==> src/rtl/char_glyph_streamer.sv <==
// char_glyph_streamer: accepts one ASCII character per handshake, fetches its
// glyph from a synchronous ROM and streams the glyph rows plus blank gap rows
// to the display driver under row_valid/row_ready flow control.
module char_glyph_streamer #(
    parameter int unsigned ROW_W      = 8,
    parameter int unsigned ROWS       = 5,
    parameter int unsigned GAP_ROWS   = 1,
    parameter int unsigned ADDR_W     = 7,
    parameter logic [7:0]  FIRST_CHAR = 8'h20,
    parameter logic [7:0]  LAST_CHAR  = 8'h7f,
    parameter int unsigned ROM_LAT    = 1,
    parameter int unsigned IDX_W      = 3
) (
    input  logic                    clk,
    input  logic                    reset,
    input  logic [7:0]              char_in,
    input  logic                    char_valid,
    output logic                    char_ready,
    output logic [ADDR_W-1:0]       rom_addr,
    input  logic [ROWS*ROW_W-1:0]   rom_data,
    output logic [ROW_W-1:0]        row_data,
    output logic [IDX_W-1:0]        row_idx,
    output logic                    row_valid,
    input  logic                    row_ready,
    output logic                    row_last,
    output logic                    bad_char
);

    localparam int unsigned GLYPH_W = ROWS * ROW_W;
    localparam int unsigned BEATS   = ROWS + GAP_ROWS;
    localparam int unsigned LAT_W   = (ROM_LAT > 0) ? $clog2(ROM_LAT + 1) : 1;

    localparam logic [IDX_W-1:0] LAST_GLYPH_IDX = IDX_W'(ROWS - 1);
    localparam logic [IDX_W-1:0] FIRST_GAP_IDX  = IDX_W'(ROWS);
    localparam logic [IDX_W-1:0] LAST_BEAT_IDX  = IDX_W'(BEATS - 1);
    localparam logic [LAT_W-1:0] LAT_DONE       = LAT_W'(ROM_LAT);

    typedef enum logic [1:0] {
        S_IDLE,
        S_FETCH,
        S_STREAM,
        S_GAP
    } state_t;

    state_t               state, state_nxt;
    logic [LAT_W-1:0]     lat_cnt, lat_cnt_nxt;
    logic [GLYPH_W-1:0]   glyph, glyph_nxt;
    logic [ADDR_W-1:0]    rom_addr_nxt;
    logic [ROW_W-1:0]     row_data_nxt;
    logic [IDX_W-1:0]     row_idx_nxt;
    logic                 row_valid_nxt;
    logic                 row_last_nxt;
    logic                 bad_char_nxt;
    logic                 char_ready_nxt;
    logic                 char_in_range;

    // Row idx of a glyph word; row 0 sits in the MSB slice.
    function automatic logic [ROW_W-1:0] glyph_row(input logic [GLYPH_W-1:0] g,
                                                   input logic [IDX_W-1:0]   idx);
        logic [GLYPH_W-1:0] shifted;
        shifted = g << (idx * ROW_W);
        return shifted[GLYPH_W-1 -: ROW_W];
    endfunction

    assign char_in_range = (char_in >= FIRST_CHAR) && (char_in <= LAST_CHAR);

    // Next-state and next-output logic for the fetch/stream sequencer.
    always_comb begin
        state_nxt      = state;
        lat_cnt_nxt    = lat_cnt;
        glyph_nxt      = glyph;
        rom_addr_nxt   = rom_addr;
        row_data_nxt   = row_data;
        row_idx_nxt    = row_idx;
        row_valid_nxt  = row_valid;
        bad_char_nxt   = 1'b0;

        case (state)
            S_IDLE: begin
                row_valid_nxt = 1'b0;
                if (char_valid && char_ready) begin
                    if (char_in_range) begin
                        rom_addr_nxt = ADDR_W'(char_in - FIRST_CHAR);
                    end else begin
                        rom_addr_nxt = '0;
                        bad_char_nxt = 1'b1;
                    end
                    lat_cnt_nxt = '0;
                    state_nxt   = S_FETCH;
                end
            end

            S_FETCH: begin
                if (lat_cnt == LAT_DONE) begin
                    glyph_nxt     = rom_data;
                    row_idx_nxt   = '0;
                    row_data_nxt  = glyph_row(rom_data, '0);
                    row_valid_nxt = 1'b1;
                    state_nxt     = S_STREAM;
                end else begin
                    lat_cnt_nxt = lat_cnt + LAT_W'(1);
                end
            end

            S_STREAM: begin
                if (row_ready) begin
                    if (row_idx == LAST_GLYPH_IDX) begin
                        if (GAP_ROWS > 0) begin
                            row_idx_nxt  = FIRST_GAP_IDX;
                            row_data_nxt = '0;
                            state_nxt    = S_GAP;
                        end else begin
                            row_idx_nxt   = '0;
                            row_data_nxt  = '0;
                            row_valid_nxt = 1'b0;
                            state_nxt     = S_IDLE;
                        end
                    end else begin
                        row_idx_nxt  = row_idx + IDX_W'(1);
                        row_data_nxt = glyph_row(glyph, row_idx + IDX_W'(1));
                    end
                end
            end

            S_GAP: begin
                row_data_nxt = '0;
                if (row_ready) begin
                    if (row_idx == LAST_BEAT_IDX) begin
                        row_idx_nxt   = '0;
                        row_valid_nxt = 1'b0;
                        state_nxt     = S_IDLE;
                    end else begin
                        row_idx_nxt = row_idx + IDX_W'(1);
                    end
                end
            end

            default: begin
                row_valid_nxt = 1'b0;
                state_nxt     = S_IDLE;
            end
        endcase

        char_ready_nxt = (state_nxt == S_IDLE);
        row_last_nxt   = row_valid_nxt && (row_idx_nxt == LAST_BEAT_IDX);
    end

    // State and registered outputs; synchronous reset discards any in-flight glyph.
    always_ff @(posedge clk) begin
        if (reset) begin
            state      <= S_IDLE;
            lat_cnt    <= '0;
            glyph      <= '0;
            rom_addr   <= '0;
            row_data   <= '0;
            row_idx    <= '0;
            row_valid  <= 1'b0;
            row_last   <= 1'b0;
            bad_char   <= 1'b0;
            char_ready <= 1'b0;
        end else begin
            state      <= state_nxt;
            lat_cnt    <= lat_cnt_nxt;
            glyph      <= glyph_nxt;
            rom_addr   <= rom_addr_nxt;
            row_data   <= row_data_nxt;
            row_idx    <= row_idx_nxt;
            row_valid  <= row_valid_nxt;
            row_last   <= row_last_nxt;
            bad_char   <= bad_char_nxt;
            char_ready <= char_ready_nxt;
        end
    end

endmodule
==> config.mk <==
export PLATFORM = sky130hd
export DESIGN_NAME = char_glyph_streamer
export DESIGN_NICKNAME = d
export VERILOG_FILES = /design/src/rtl/char_glyph_streamer.sv
export SDC_FILE = /design/constraint.sdc
export NUM_CORES = 1
export LEC_CHECK = 0
export ABC_CLOCK_PERIOD_IN_PS = 1900
export BUFFER_PORTS_ARGS = -buffer_cell sky130_fd_sc_hd__buf_2
export CORE_MARGIN = 4
export CORE_UTILIZATION = 40
export DETAILED_ROUTE_END_ITERATION = 8
export GPL_TIMING_DRIVEN = 0
export PLACE_DENSITY = 0.66
export SETUP_SLACK_MARGIN = 0.4
export SYNTH_ARGS = -nofsm -noshare
export SYNTH_HDL_FRONTEND = slang
export SYNTH_SLANG_ARGS = --single-unit
==> constraint.sdc <==
create_clock -name clk -period 1.9 [get_ports clk]
set_input_delay 0.38 -clock clk [delete_from_list [all_inputs] [get_ports clk]]
set_output_delay 0.38 -clock clk [all_outputs]
set_load 0.02 [all_outputs]
==> impl_metrics.ini <==
[run_status]
status = complete, no violations

[worst_hold_path]
hp-start = rom_data[5]
hp-class = in2reg
hold_path_end = glyph[5]
hold_depth = 3

[finish]
syn2layout_area_growth_pct = 31.99
drive_gt1_frac = 0.3578
final_area_mm2 = 0.003686
diodes = 0
nets = 473
fillers = 646

[critical_path]
worstPathRequired_ns = 2.16
cp_max_fo = 8
critical_path_buf_inv_count = 2
critPathMaxStageDelay_ns = 0.39
path_cells = inv_4 -> ha_4 -> or3b_4 -> a2111oi_4 -> buf_6 -> nand2_2 -> a311oi_2
crit_path_top_delay_cell = dfxtp_4
cp.arrival_ns = 2.08
reg2reg_slack_ns = 0.08
cpLargestDelayFamily = compound AO/OA/AOI/OAI gates
r2r-end = row_data[7]
crit_path_start_kind = register
critical_path_class = reg2reg
r2r_start = row_idx[0]
worstRegToRegCells = 7
critPathCaptureType = register

[route]
vias = 2610
drc = 0
wl_per_cell_um = 14.30
routed_wirelength_um = 7405
ant_nets = 0
dr.pass1.iters = 4
vias_per_cell = 5.039
drtIter0Drc = 143

[synth]
synth_cell_types = 39
ys_ff_latch = 65
synth_common_cells = 98 x nand2_1, 65 x dfxtp_1, 47 x a21oi_1
postSynthAreaPerCell_um2 = 8.488
synth_flop_cell = dfxtp_1
yosysTopAreaCellShare = 0.4659
yosys.area.top_type = dfxtp_1
synth_area_leaders = dfxtp_1 47%, nand2_1 13%, a21oi_1 8.4%
synth_most_common_cell = nand2_1
synth.cell_area_mm2 = 0.002793
synth_edf_count = 0
yosys_warnings = 0
synth_nets = 384
ys_seq_area_frac = 0.4659
synthCells = 329
synth-async-reset-ratio = 0

[timing]
slew_headroom = 0.5651
setup_tns_ns = 0
hold_viol = 0
maxSlewViolCount = 0
setup_violations = 0
min_period_ns = 1.816
fin_skew_ns = 0.007024
fmax_ghz = 0.5506
worst_pin_slew_ns = 0.6499
rsz0062_at_grt = true
timing.final.crit_share = 0.9560

[global_route]
grt_overflow_total = 0
grt_pass1_vias = 2464
met3_usage = 0.05054
grt_max_degree = 11
grtUsageMet2 = 0.2623
grt_pass1_wl_um = 11990
grt.busiest_layer = met2
grt_antenna_before_repair = 0
grt_usage = 0.1796
grt_util_met1 = 0.2468

[floorplan]
ioPinCount = 74
start_util = 0.4110
dieWidth_um = 91.56
rows = 30
die_area_mm2 = 0.008382
core_mm2 = 0.006794
die_h_um = 91.56

[run]
max-cap-violations = 0

[clock_tree]
cts.sinks = 65
cts_buffers = 9
cts_buffer_depth = 2
clock_tree.root_cell = clkbuf_8
clock_latency_ns = 0.34
tritoncts = yes
h-tree-depth = 3
clk_pin_slew_ns = 0.07

[power_and_ir_drop]
total_power_mw = 2.786
ir_worst_vdd_v = 0.0003828
p_leak_nw = 1.360
powerDensity_mw_per_mm2 = 755.9

[placement]
place.gp.congestion = 0.7873
port_buffers = 72
dp_hpwl_um = 5432
placed_cell_area_mm2 = 0.003304
[stage by stage]
| stage | instances | worst slack [ns] | utilization | hold slack, ns |
|---|---|---|---|---|
| after floorplan | 329 | 0.08452 | - | 0.4331 |
| after global placement | 497 | -0.1891 | 0.4864 | 0.4410 |
| after detailed placement | 497 | -0.1910 | 0.4864 | 0.4481 |
| after CTS | 516 | 0.04811 | 0.5320 | 0.2605 |
| after global routing | 518 | 0.03204 | 0.5425 | 0.2667 |
| final | 518 | 0.08367 | 0.5425 | 0.2667 |
[flip-flops by register name, summed over array words and instances (netlist names)]
register	count
state	2
row_data	8
bad_char	1
char_ready	1
rom_addr	7
lat_cnt	1
glyph	40
row_last	1
row_idx	3
row_valid	1
[worst reg2reg max path: cells and delay by family (launching register included)]
family                   cells  cell delay (ns)
adder cells (fa/ha/maj)      1             0.15
flip-flops                   1             0.39
AND/OR/NAND/NOR              2             0.46
AO/OA/AOI/OAI                2             0.49
buffers and inverters        2             0.25
[cell families after synthesis]
kind of cell             after synthesis  synth area share
AO/OA/AOI/OAI                         80            0.1994
buffers and inverters                 29           0.04077
flip-flops                            65            0.4660
multiplexers                           8           0.06452
adder cells (fa/ha/maj)                3           0.01344
AND/OR/NAND/NOR                      144            0.2160
[final cells by class]
| class | instances | area [um^2] | area share |
|---|---|---|---|
| Inverter | 6 | 25.02 | 0.006789 |
| Timing Repair Buffer | 78 | 409.1 | 0.1110 |
| Tap cell | 96 | 120.1 | 0.03259 |
| Sequential cell | 65 | 1310 | 0.3554 |
| Clock inverter | 2 | 10.01 | 0.002716 |
| Clock buffer | 13 | 180.2 | 0.04888 |
| Multi-Input combinational cell | 235 | 1494 | 0.4053 |
| Buffer | 23 | 137.6 | 0.03734 |
[worst max path at each step]
stage                from          end  slack, ns  cells past startpoint
3_5_place_dp   row_idx[0]  row_data[5]      -0.19                      5
4_1_cts        row_idx[0]  row_data[5]       0.05                      7
3_3_place_gp   row_idx[0]  row_data[7]      -0.19                      5
2_1_floorplan  row_idx[0]  row_data[0]       0.08                      5
6_report       row_idx[0]  row_data[7]       0.08                      7
5_1_grt        row_idx[0]  row_data[1]       0.03                      7
[placed cells by master (no fill, tap or decap), types with 2 or more instances in the layout]
master and n:
a211oi_1 8, a21oi_1 44, a21oi_2 3, a22oi_1 6, a311oi_2 8, a31oi_1 2, buf_2 75, buf_4 9
buf_6 2, clkbuf_1 8, clkbuf_2 2, clkbuf_4 6, clkbuf_8 11, clkinv_2 2, dfxtp_1 62, dfxtp_4 2
ha_4 2, inv_1 3, inv_2 2, mux4_2 8, nand2_1 94, nand2_2 5, nand2b_1 2, nand3b_1 3
nor2_1 25, nor3_1 2
[repair_timing]
| item | in CTS | in global routing |
|---|---|---|
| setup buffers | 4 | 2 |
| pin swaps | 4 | 4 |
| resized for setup | 28 | 31 |
| hold buffers | 0 | 0 |
| endpoints found under the setup margin | 64 | 60 |
[report_power, final]
part	leakage (nW)	total, mW	internal [mW]	switching, mW
Sequential	0.527	1.41	1.39	0.0200
Combinational	0.733	0.254	0.105	0.148
Clock	0.100	1.12	0.613	0.511
[metal layers]
metal  routed length (um)  vias up  part of all wire
li1                     -     1322                 -
met3                  453       19             0.061
met4                  176        0             0.024
met2                 3140       83              0.42
met5                    0        -                 0
met1                 3635     1186              0.49
Note: power is estimated with default switching activity, not from simulation.
